$ cat src/rtl/gtp_init_pkg.sv
// Shared definitions for the GTP TX init sequencer: state encoding, default timing
// parameters and the per-state control output decode.
package gtp_init_pkg;

    localparam int POWERUP_CYCLES_DEF   = 8;
    localparam int PLL_RESET_CYCLES_DEF = 4;
    localparam int LOCK_TIMEOUT_DEF     = 64;
    localparam int DONE_TIMEOUT_DEF     = 64;
    localparam int MAX_RETRIES_DEF      = 3;

    typedef enum logic [2:0] {
        ST_POWERUP,
        ST_PLL_RST,
        ST_WAIT_LOCK,
        ST_TX_RST,
        ST_WAIT_DONE,
        ST_READY,
        ST_FAULT
    } state_e;

    typedef struct packed {
        logic pll0reset;
        logic gttxreset;
        logic txuserrdy;
        logic ready;
        logic fault;
    } ctl_t;

    localparam ctl_t CTL_RESET = 5'b11000;

    // Control outputs are a pure function of the state being entered.
    function automatic ctl_t state_ctl(state_e s);
        case (s)
            ST_POWERUP:   return 5'b01000;
            ST_PLL_RST:   return 5'b11000;
            ST_WAIT_LOCK: return 5'b01000;
            ST_TX_RST:    return 5'b01000;
            ST_WAIT_DONE: return 5'b00100;
            ST_READY:     return 5'b00110;
            default:      return 5'b11001;
        endcase
    endfunction

endpackage

$ cat src/rtl/gtp_tx_init_if.sv
// Signal bundle between the TX init sequencer (master) and the GTP common/channel (slave).
interface gtp_tx_init_if;

    logic       pll0lock;
    logic       pll0refclklost;
    logic       txresetdone;
    logic       pll0reset;
    logic       gttxreset;
    logic       txuserrdy;
    logic       ready;
    logic       fault;
    logic [3:0] retry_cnt;

    modport master (
        input  pll0lock, pll0refclklost, txresetdone,
        output pll0reset, gttxreset, txuserrdy, ready, fault, retry_cnt
    );

    modport slave (
        output pll0lock, pll0refclklost, txresetdone,
        input  pll0reset, gttxreset, txuserrdy, ready, fault, retry_cnt
    );

endinterface

$ cat src/rtl/gtp_sync_2ff.sv
// Two-flop synchronizer for a single asynchronous level; flops clear on reset.
module gtp_sync_2ff (
    input  logic i_clk,
    input  logic i_rst,
    input  logic i_d,
    output logic o_q
);

    logic r_meta;
    logic r_sync;

    always_ff @(posedge i_clk) begin
        if (i_rst) begin
            r_meta <= 1'b0;
            r_sync <= 1'b0;
        end else begin
            r_meta <= i_d;
            r_sync <= r_meta;
        end
    end

    assign o_q = r_sync;

endmodule

$ cat src/rtl/gtp_tx_init.sv
// GTP TX bring-up sequencer: PLL0 reset, lock wait, TX reset, done wait, with retry and fault.
//   state      | meaning
//   POWERUP    | settle after reset release
//   PLL_RST    | pulse pll0reset
//   WAIT_LOCK  | wait for PLL0 lock, bounded
//   TX_RST     | one-cycle TX reset step
//   WAIT_DONE  | txuserrdy up, wait for txresetdone, bounded
//   READY      | link TX initialised, watch lock/refclk
//   FAULT      | retries exhausted, held until rst
module gtp_tx_init
    import gtp_init_pkg::*;
#(
    parameter int POWERUP_CYCLES   = POWERUP_CYCLES_DEF,
    parameter int PLL_RESET_CYCLES = PLL_RESET_CYCLES_DEF,
    parameter int LOCK_TIMEOUT     = LOCK_TIMEOUT_DEF,
    parameter int DONE_TIMEOUT     = DONE_TIMEOUT_DEF,
    parameter int MAX_RETRIES      = MAX_RETRIES_DEF
) (
    input  logic          i_clk,
    input  logic          i_rst,
    gtp_tx_init_if.master io_gtp
);

    localparam int MAX_AB  = (POWERUP_CYCLES > PLL_RESET_CYCLES) ? POWERUP_CYCLES : PLL_RESET_CYCLES;
    localparam int MAX_CD  = (LOCK_TIMEOUT > DONE_TIMEOUT) ? LOCK_TIMEOUT : DONE_TIMEOUT;
    localparam int CNT_MAX = (MAX_AB > MAX_CD) ? MAX_AB : MAX_CD;
    localparam int CNT_W   = $clog2(CNT_MAX + 1);

    localparam logic [CNT_W-1:0] PWR_LAST  = CNT_W'(POWERUP_CYCLES - 1);
    localparam logic [CNT_W-1:0] PLL_LAST  = CNT_W'(PLL_RESET_CYCLES - 1);
    localparam logic [CNT_W-1:0] LOCK_LAST = CNT_W'(LOCK_TIMEOUT - 1);
    localparam logic [CNT_W-1:0] DONE_LAST = CNT_W'(DONE_TIMEOUT - 1);
    localparam logic [CNT_W-1:0] CNT_SAT   = '1;

    logic w_lock_s;
    logic w_lost_s;
    logic w_done_s;
    logic w_bad;
    logic w_retry;
    state_e w_next;

    state_e           r_state;
    logic [CNT_W-1:0] r_cnt;
    logic [3:0]       r_retry;
    ctl_t             r_ctl;

    gtp_sync_2ff u_sync_lock (.i_clk(i_clk), .i_rst(i_rst), .i_d(io_gtp.pll0lock),       .o_q(w_lock_s));
    gtp_sync_2ff u_sync_lost (.i_clk(i_clk), .i_rst(i_rst), .i_d(io_gtp.pll0refclklost), .o_q(w_lost_s));
    gtp_sync_2ff u_sync_done (.i_clk(i_clk), .i_rst(i_rst), .i_d(io_gtp.txresetdone),    .o_q(w_done_s));

    assign w_bad = w_lost_s | ~w_lock_s;

    always_comb begin
        w_next  = r_state;
        w_retry = 1'b0;
        case (r_state)
            ST_POWERUP:   if (r_cnt == PWR_LAST) w_next = ST_PLL_RST;
            ST_PLL_RST:   if (r_cnt == PLL_LAST) w_next = ST_WAIT_LOCK;
            ST_WAIT_LOCK: begin
                if (!w_bad)                  w_next  = ST_TX_RST;
                else if (r_cnt == LOCK_LAST) w_retry = 1'b1;
            end
            ST_TX_RST: begin
                if (w_bad) w_retry = 1'b1;
                else       w_next  = ST_WAIT_DONE;
            end
            // link loss outranks a simultaneous done
            ST_WAIT_DONE: begin
                if (w_bad)                   w_retry = 1'b1;
                else if (w_done_s)           w_next  = ST_READY;
                else if (r_cnt == DONE_LAST) w_retry = 1'b1;
            end
            ST_READY:     if (w_bad) w_retry = 1'b1;
            ST_FAULT:     w_next = ST_FAULT;
            default:      w_next = ST_POWERUP;
        endcase
        if (w_retry)
            w_next = (r_retry == 4'(MAX_RETRIES)) ? ST_FAULT : ST_PLL_RST;
    end

    always_ff @(posedge i_clk) begin
        if (i_rst) begin
            r_state <= ST_POWERUP;
            r_cnt   <= '0;
            r_retry <= '0;
            r_ctl   <= CTL_RESET;
        end else begin
            r_state <= w_next;
            r_ctl   <= state_ctl(w_next);
            if (w_next != r_state)
                r_cnt <= '0;
            else if (r_cnt != CNT_SAT)
                r_cnt <= r_cnt + CNT_W'(1);
            if (w_retry && r_retry != 4'hf)
                r_retry <= r_retry + 4'd1;
        end
    end

    assign io_gtp.pll0reset = r_ctl.pll0reset;
    assign io_gtp.gttxreset = r_ctl.gttxreset;
    assign io_gtp.txuserrdy = r_ctl.txuserrdy;
    assign io_gtp.ready     = r_ctl.ready;
    assign io_gtp.fault     = r_ctl.fault;
    assign io_gtp.retry_cnt = r_retry;

endmodule

$ cat src/flat_wrapper.sv
// flat-port wrapper written by rule: the top's interface ports become plain ports
module gtp_tx_init_flat import gtp_init_pkg::*;
#(
    parameter int POWERUP_CYCLES   = POWERUP_CYCLES_DEF,
    parameter int PLL_RESET_CYCLES = PLL_RESET_CYCLES_DEF,
    parameter int LOCK_TIMEOUT     = LOCK_TIMEOUT_DEF,
    parameter int DONE_TIMEOUT     = DONE_TIMEOUT_DEF,
    parameter int MAX_RETRIES      = MAX_RETRIES_DEF
)
  (i_clk, i_rst, io_gtp_pll0lock, io_gtp_pll0refclklost, io_gtp_txresetdone, io_gtp_pll0reset, io_gtp_gttxreset, io_gtp_txuserrdy, io_gtp_ready, io_gtp_fault, io_gtp_retry_cnt);
  gtp_tx_init_if io_gtp_i ();
  input  logic i_clk;
  input  logic i_rst;
  input wire logic [$bits(io_gtp_i.pll0lock)-1:0] io_gtp_pll0lock;
  input wire logic [$bits(io_gtp_i.pll0refclklost)-1:0] io_gtp_pll0refclklost;
  input wire logic [$bits(io_gtp_i.txresetdone)-1:0] io_gtp_txresetdone;
  output wire logic [$bits(io_gtp_i.pll0reset)-1:0] io_gtp_pll0reset;
  output wire logic [$bits(io_gtp_i.gttxreset)-1:0] io_gtp_gttxreset;
  output wire logic [$bits(io_gtp_i.txuserrdy)-1:0] io_gtp_txuserrdy;
  output wire logic [$bits(io_gtp_i.ready)-1:0] io_gtp_ready;
  output wire logic [$bits(io_gtp_i.fault)-1:0] io_gtp_fault;
  output wire logic [$bits(io_gtp_i.retry_cnt)-1:0] io_gtp_retry_cnt;
  assign io_gtp_i.pll0lock = io_gtp_pll0lock;
  assign io_gtp_i.pll0refclklost = io_gtp_pll0refclklost;
  assign io_gtp_i.txresetdone = io_gtp_txresetdone;
  assign io_gtp_pll0reset = io_gtp_i.pll0reset;
  assign io_gtp_gttxreset = io_gtp_i.gttxreset;
  assign io_gtp_txuserrdy = io_gtp_i.txuserrdy;
  assign io_gtp_ready = io_gtp_i.ready;
  assign io_gtp_fault = io_gtp_i.fault;
  assign io_gtp_retry_cnt = io_gtp_i.retry_cnt;
  gtp_tx_init #(.POWERUP_CYCLES(POWERUP_CYCLES), .PLL_RESET_CYCLES(PLL_RESET_CYCLES), .LOCK_TIMEOUT(LOCK_TIMEOUT), .DONE_TIMEOUT(DONE_TIMEOUT), .MAX_RETRIES(MAX_RETRIES)) u_core (.i_clk(i_clk), .i_rst(i_rst), .io_gtp(io_gtp_i));
endmodule
$ cat config.mk
export PLATFORM = sky130hd
export DESIGN_NAME = gtp_tx_init_flat
export DESIGN_NICKNAME = d
export VERILOG_FILES = /design/src/rtl/gtp_init_pkg.sv /design/src/rtl/gtp_tx_init_if.sv /design/src/rtl/gtp_sync_2ff.sv /design/src/rtl/gtp_tx_init.sv /design/src/flat_wrapper.sv
export SDC_FILE = /design/constraint.sdc
export NUM_CORES = 1
export LEC_CHECK = 0
export BUFFER_PORTS_ARGS = -buffer_cell sky130_fd_sc_hd__buf_2
export CAP_MARGIN = 0
export CORE_MARGIN = 2
export CORE_UTILIZATION = 45
export CTS_CLUSTER_DIAMETER = 30
export DETAILED_ROUTE_END_ITERATION = 7
export HOLD_SLACK_MARGIN = 0.05
export PLACE_DENSITY_LB_ADDON = 0.3
export SETUP_SLACK_MARGIN = 0.02
export SLEW_MARGIN = 20
export SYNTH_ARGS = -nofsm -noshare
export SYNTH_HDL_FRONTEND = slang
export SYNTH_SLANG_ARGS = --single-unit
$ cat constraint.sdc
create_clock -name i_clk -period 1.8 [get_ports i_clk]
set_input_delay 0.09 -clock i_clk [delete_from_list [all_inputs] [get_ports i_clk]]
set_output_delay 0.09 -clock i_clk [all_outputs]
set_load 0.01 [all_outputs]
==> results.md <==
* Post-synth top area share at 0.438
* Die Wd at 54.4 um
* DRT iter0 DRCs at 8
* Initial antenna violation count at 0
* Remaining global-route overflow at 0
* Final period utilization at 1.11
* NumNets Final at 172
* CP max FO at 7
* Clk_skew at 3.38 ps
* Drt drc at 0
* Switching Share at 0.227
* Drt first pass iters at 4
* Top Ports at 14
* Initial core utilization at 0.470
* DP HPWL at 1800 um
* Antenna-violating nets left at 0
* Syn Nets at 128
* Flops & latches, synth at 25
* Clock share of power at 0.271
* M1 WL at 1080 um
* Fin worst setup slack at -190 ps
* Slew headroom at 0.657
* Hold endpoint: u_core.r_state[2]$_SDFF_PP0_
* Ant. Diodes at 0
* Seq/Total Area, Yosys at 0.438
* Root buffer cell: clkbuf_4
* Post-route cell area at 0.00160 mm^2
* Unrepaired setup endpoints after global routing: yes
* Drt total wl at 2660 um
* Worst setup SP type: flop
* Synthesized area at 0.00114 mm^2
* Area Overhead vs Synth at 39.9%
* Clock Latency Late Sink at 310 ps
* Met3 WL at 89 um
* Asr flop ratio synth at 0
* Critical Path Sink Type: flop
* Worst r2r path cells at 7
* Distinct cells, synth at 36
* Crit path time final at 1990 ps
* R2R Setup Slk at -190 ps
* WHS at 113 ps
* All-Layer GR Usage at 0.176
* Outcome: finished, violations left
* WP data required at 2020 ps
* Failing checks: setup timing
* Routability Congestion at 0.807
* Die height at 54.4 um
* Clock Path Buffers at 2
* Maxcap violations at 0
* Synthesized area per cell at 9.45 um^2
* Met2 WL at 1460 um
* Share of cells above drive strength 1 at 0.421
* Worst r2r src: u_core.r_cnt[6]$_SDFFE_PP0P_
* Vias at 1030
* Die ar. at 0.00296 mm^2
* Sequential share of power at 0.638
* TritonCTS clock tree: done
* Cell Pwr Density at 565 mW/mm^2
* Final setup violation count at 12
* CTS Buf Count at 3
* Static Leakage at 0.636 nW
* DR top layer: met4
* Slew Viols, Final at 0
* Worst-margin pin slew at 509 ps
* Largest net degree at the start of global routing at 17
* Peak supply drop at 0.000598 V
* Post-synth top area cell: dfxtp_1
* H-tree level count at 1
* Hold Vio Cnt, Final at 0
* Rows at 18
* Filler Cell Count at 203
* WS Path Type: flop to flop
* Via count of the first global-routing pass at 929
* Placed inst area at 0.00142 mm^2
* Max Clk Rate at 502 MHz
* HP Class: input port to flop
* Global-route wire length before repair at 3710 um
* Vias per std cell at 5.31
* I/O Buffers at 13
* Reg clk slew, reported paths at 130 ps
* Worst Hold Depth at 2
* Ys flop type: dfxtp_1
* Syn. warnings at 0
* Post-synth EDFFs at 0
* Arrival @ worst endpoint at 2210 ps
* Num Clock Sinks at 25
* Top cells by area, synth: dfxtp_1, nor2_1, mux2i_1, nor2b_1, xnor2_1
* DR WL/cell at 13.7 um
* P_sw at 0.205 mW
* Place WS at -261 ps
* Comb pwr share at 0.091
* Cell Int Power at 0.699 mW
* Hold Startpoint: i_rst
* Core area at 0.00243 mm^2
* Worst r2r dst: u_core.r_cnt[6]$_SDFFE_PP0P_
* Post-synthesis cell count at 121
[kinds of logic (layout without fill, tap and decap cells)]
group	after synthesis	count (layout)	share of synthesized area
XOR/XNOR	8	8	0.0613
adder cells (fa/ha/maj)	2	2	0.0219
multiplexers	7	7	0.0635
buffers and inverters	6	49	0.0219
flip-flops	25	25	0.438
AO/OA/AOI/OAI	16	16	0.133
AND/OR/NAND/NOR	57	57	0.260
[cells in the mapped netlist (2+ instances only)]
library cell  number
a31oi_1            2
nor2b_1            7
xnor2_1            5
xor2_1             3
o21ai_0            3
nand3_1            4
nand4_1            4
nand2_1            6
inv_1              3
nand2b_1           5
buf_2              2
nor3_1             7
dfxtp_1           25
nor2_1            15
mux2i_1            5
ha_1               2
mux2_2             2
and2_1             2
a21oi_1            2
[cell usage in the layout, fill, tap and decap left out, types with 2 or more instances in the layout]
cell type	Yosys	layout
xnor2_1	5	4
xor2_1	3	3
a31oi_1	2	2
buf_2	2	13
dfxtp_2	0	5
o21ai_2	0	2
buf_4	0	21
nor3_1	7	7
nand2_1	6	5
nand2_2	1	2
dlygate4sd3_1	0	3
nand4_1	4	4
nand3_1	4	4
nor2b_1	7	6
nor2_1	15	15
mux2_2	2	2
dfxtp_1	25	19
and2_1	2	2
inv_1	3	3
clkbuf_4	0	3
mux2i_1	5	4
buf_6	0	5
nand2b_1	5	5
[per-stage QoR]
| step | util | cells | setup TNS, ps | total power, mW |
|---|---|---|---|---|
| 3_3_place_gp | 0.582 | 183 | -1560 | 0.661 |
| 6_report | 0.658 | 194 | -1430 | 0.904 |
| 5_1_grt | 0.658 | 194 | -2400 | 0.940 |
| 4_1_cts | 0.621 | 193 | -1310 | 0.911 |
| 3_5_place_dp | 0.582 | 183 | -2090 | 0.665 |
| 2_1_floorplan | - | 121 | -570 | 0.632 |
[sequential cells by signal (all words and copies together) (netlist names)]
signal / count
u_core.io_gtp.retry_cnt: 4
u_core.u_sync_done.r_meta: 1
u_core.u_sync_lock.o_q: 1
u_core.u_sync_lost.r_meta: 1
u_core.io_gtp.pll0reset: 1
u_core.io_gtp.ready: 1
u_core.io_gtp.txuserrdy: 1
u_core.r_cnt: 7
u_core.io_gtp.fault: 1
u_core.u_sync_lock.r_meta: 1
u_core.u_sync_lost.o_q: 1
u_core.u_sync_done.o_q: 1
u_core.r_state: 3
u_core.io_gtp.gttxreset: 1
[worst max-delay path: stages, from the launching register on]
cell and delay (ps):
dfxtp_2 360, nor4_4 290, nand2_1 130, or4b_4 510, nor3b_4 170, a21oi_2 120
o221a_4 250, nor3_1 70
[metal layers]
layer | track usage | vias to the layer above
met3 | 0.0546 | 6
met4 | 0.0708 | 0
met2 | 0.317 | 19
met5 | 0 | -
met1 | 0.190 | 489
li1 | - | 516
[how the worst max path moves through the flow]
stage                                  from                           end  slack [ps]
4_1_cts        u_core.r_cnt[6]$_SDFFE_PP0P_  u_core.r_cnt[6]$_SDFFE_PP0P_        -190
5_1_grt        u_core.r_state[1]$_SDFF_PP0_  u_core.r_cnt[4]$_SDFFE_PP0P_        -270
3_5_place_dp   u_core.r_cnt[3]$_SDFFE_PP0P_  u_core.r_cnt[6]$_SDFFE_PP0P_        -260
3_3_place_gp   u_core.r_cnt[3]$_SDFFE_PP0P_  u_core.r_cnt[6]$_SDFFE_PP0P_        -200
6_report       u_core.r_cnt[6]$_SDFFE_PP0P_  u_core.r_cnt[6]$_SDFFE_PP0P_        -190
2_1_floorplan  u_core.r_cnt[1]$_SDFFE_PP0P_  u_core.r_cnt[4]$_SDFFE_PP0P_        -120
[final cells by class]
| class | instances | area [um^2] | share of cell area |
|---|---|---|---|
| Clock buffer | 4 | 26.3 | 0.0164 |
| Inverter | 3 | 11.3 | 0.00704 |
| Multi-Input combinational cell | 90 | 706 | 0.441 |
| Sequential cell | 25 | 510 | 0.319 |
| Tap cell | 30 | 37.5 | 0.0235 |
| Timing Repair Buffer | 42 | 309 | 0.193 |
[power groups by stage]
stage | sequential, mW | clock, mW | combinational [mW]
after floorplan | 0.593 | 0 | 0.0392
after global placement | 0.590 | 0 | 0.0714
after detailed placement | 0.591 | 0 | 0.0747
after CTS | 0.578 | 0.253 | 0.0801
after global routing | 0.579 | 0.270 | 0.0917
final | 0.577 | 0.245 | 0.0822
[what timing repair did]
| action | CTS | global route |
|---|---|---|
| pin swaps | 8 | 2 |
| setup buffers | 3 | 1 |
| resized for setup | 7 | 21 |
| endpoints found under the setup margin | 15 | 16 |
| hold endpoints to repair | 3 | 0 |
| hold buffers | 3 | 0 |
Power figures use the tool's default switching activity.
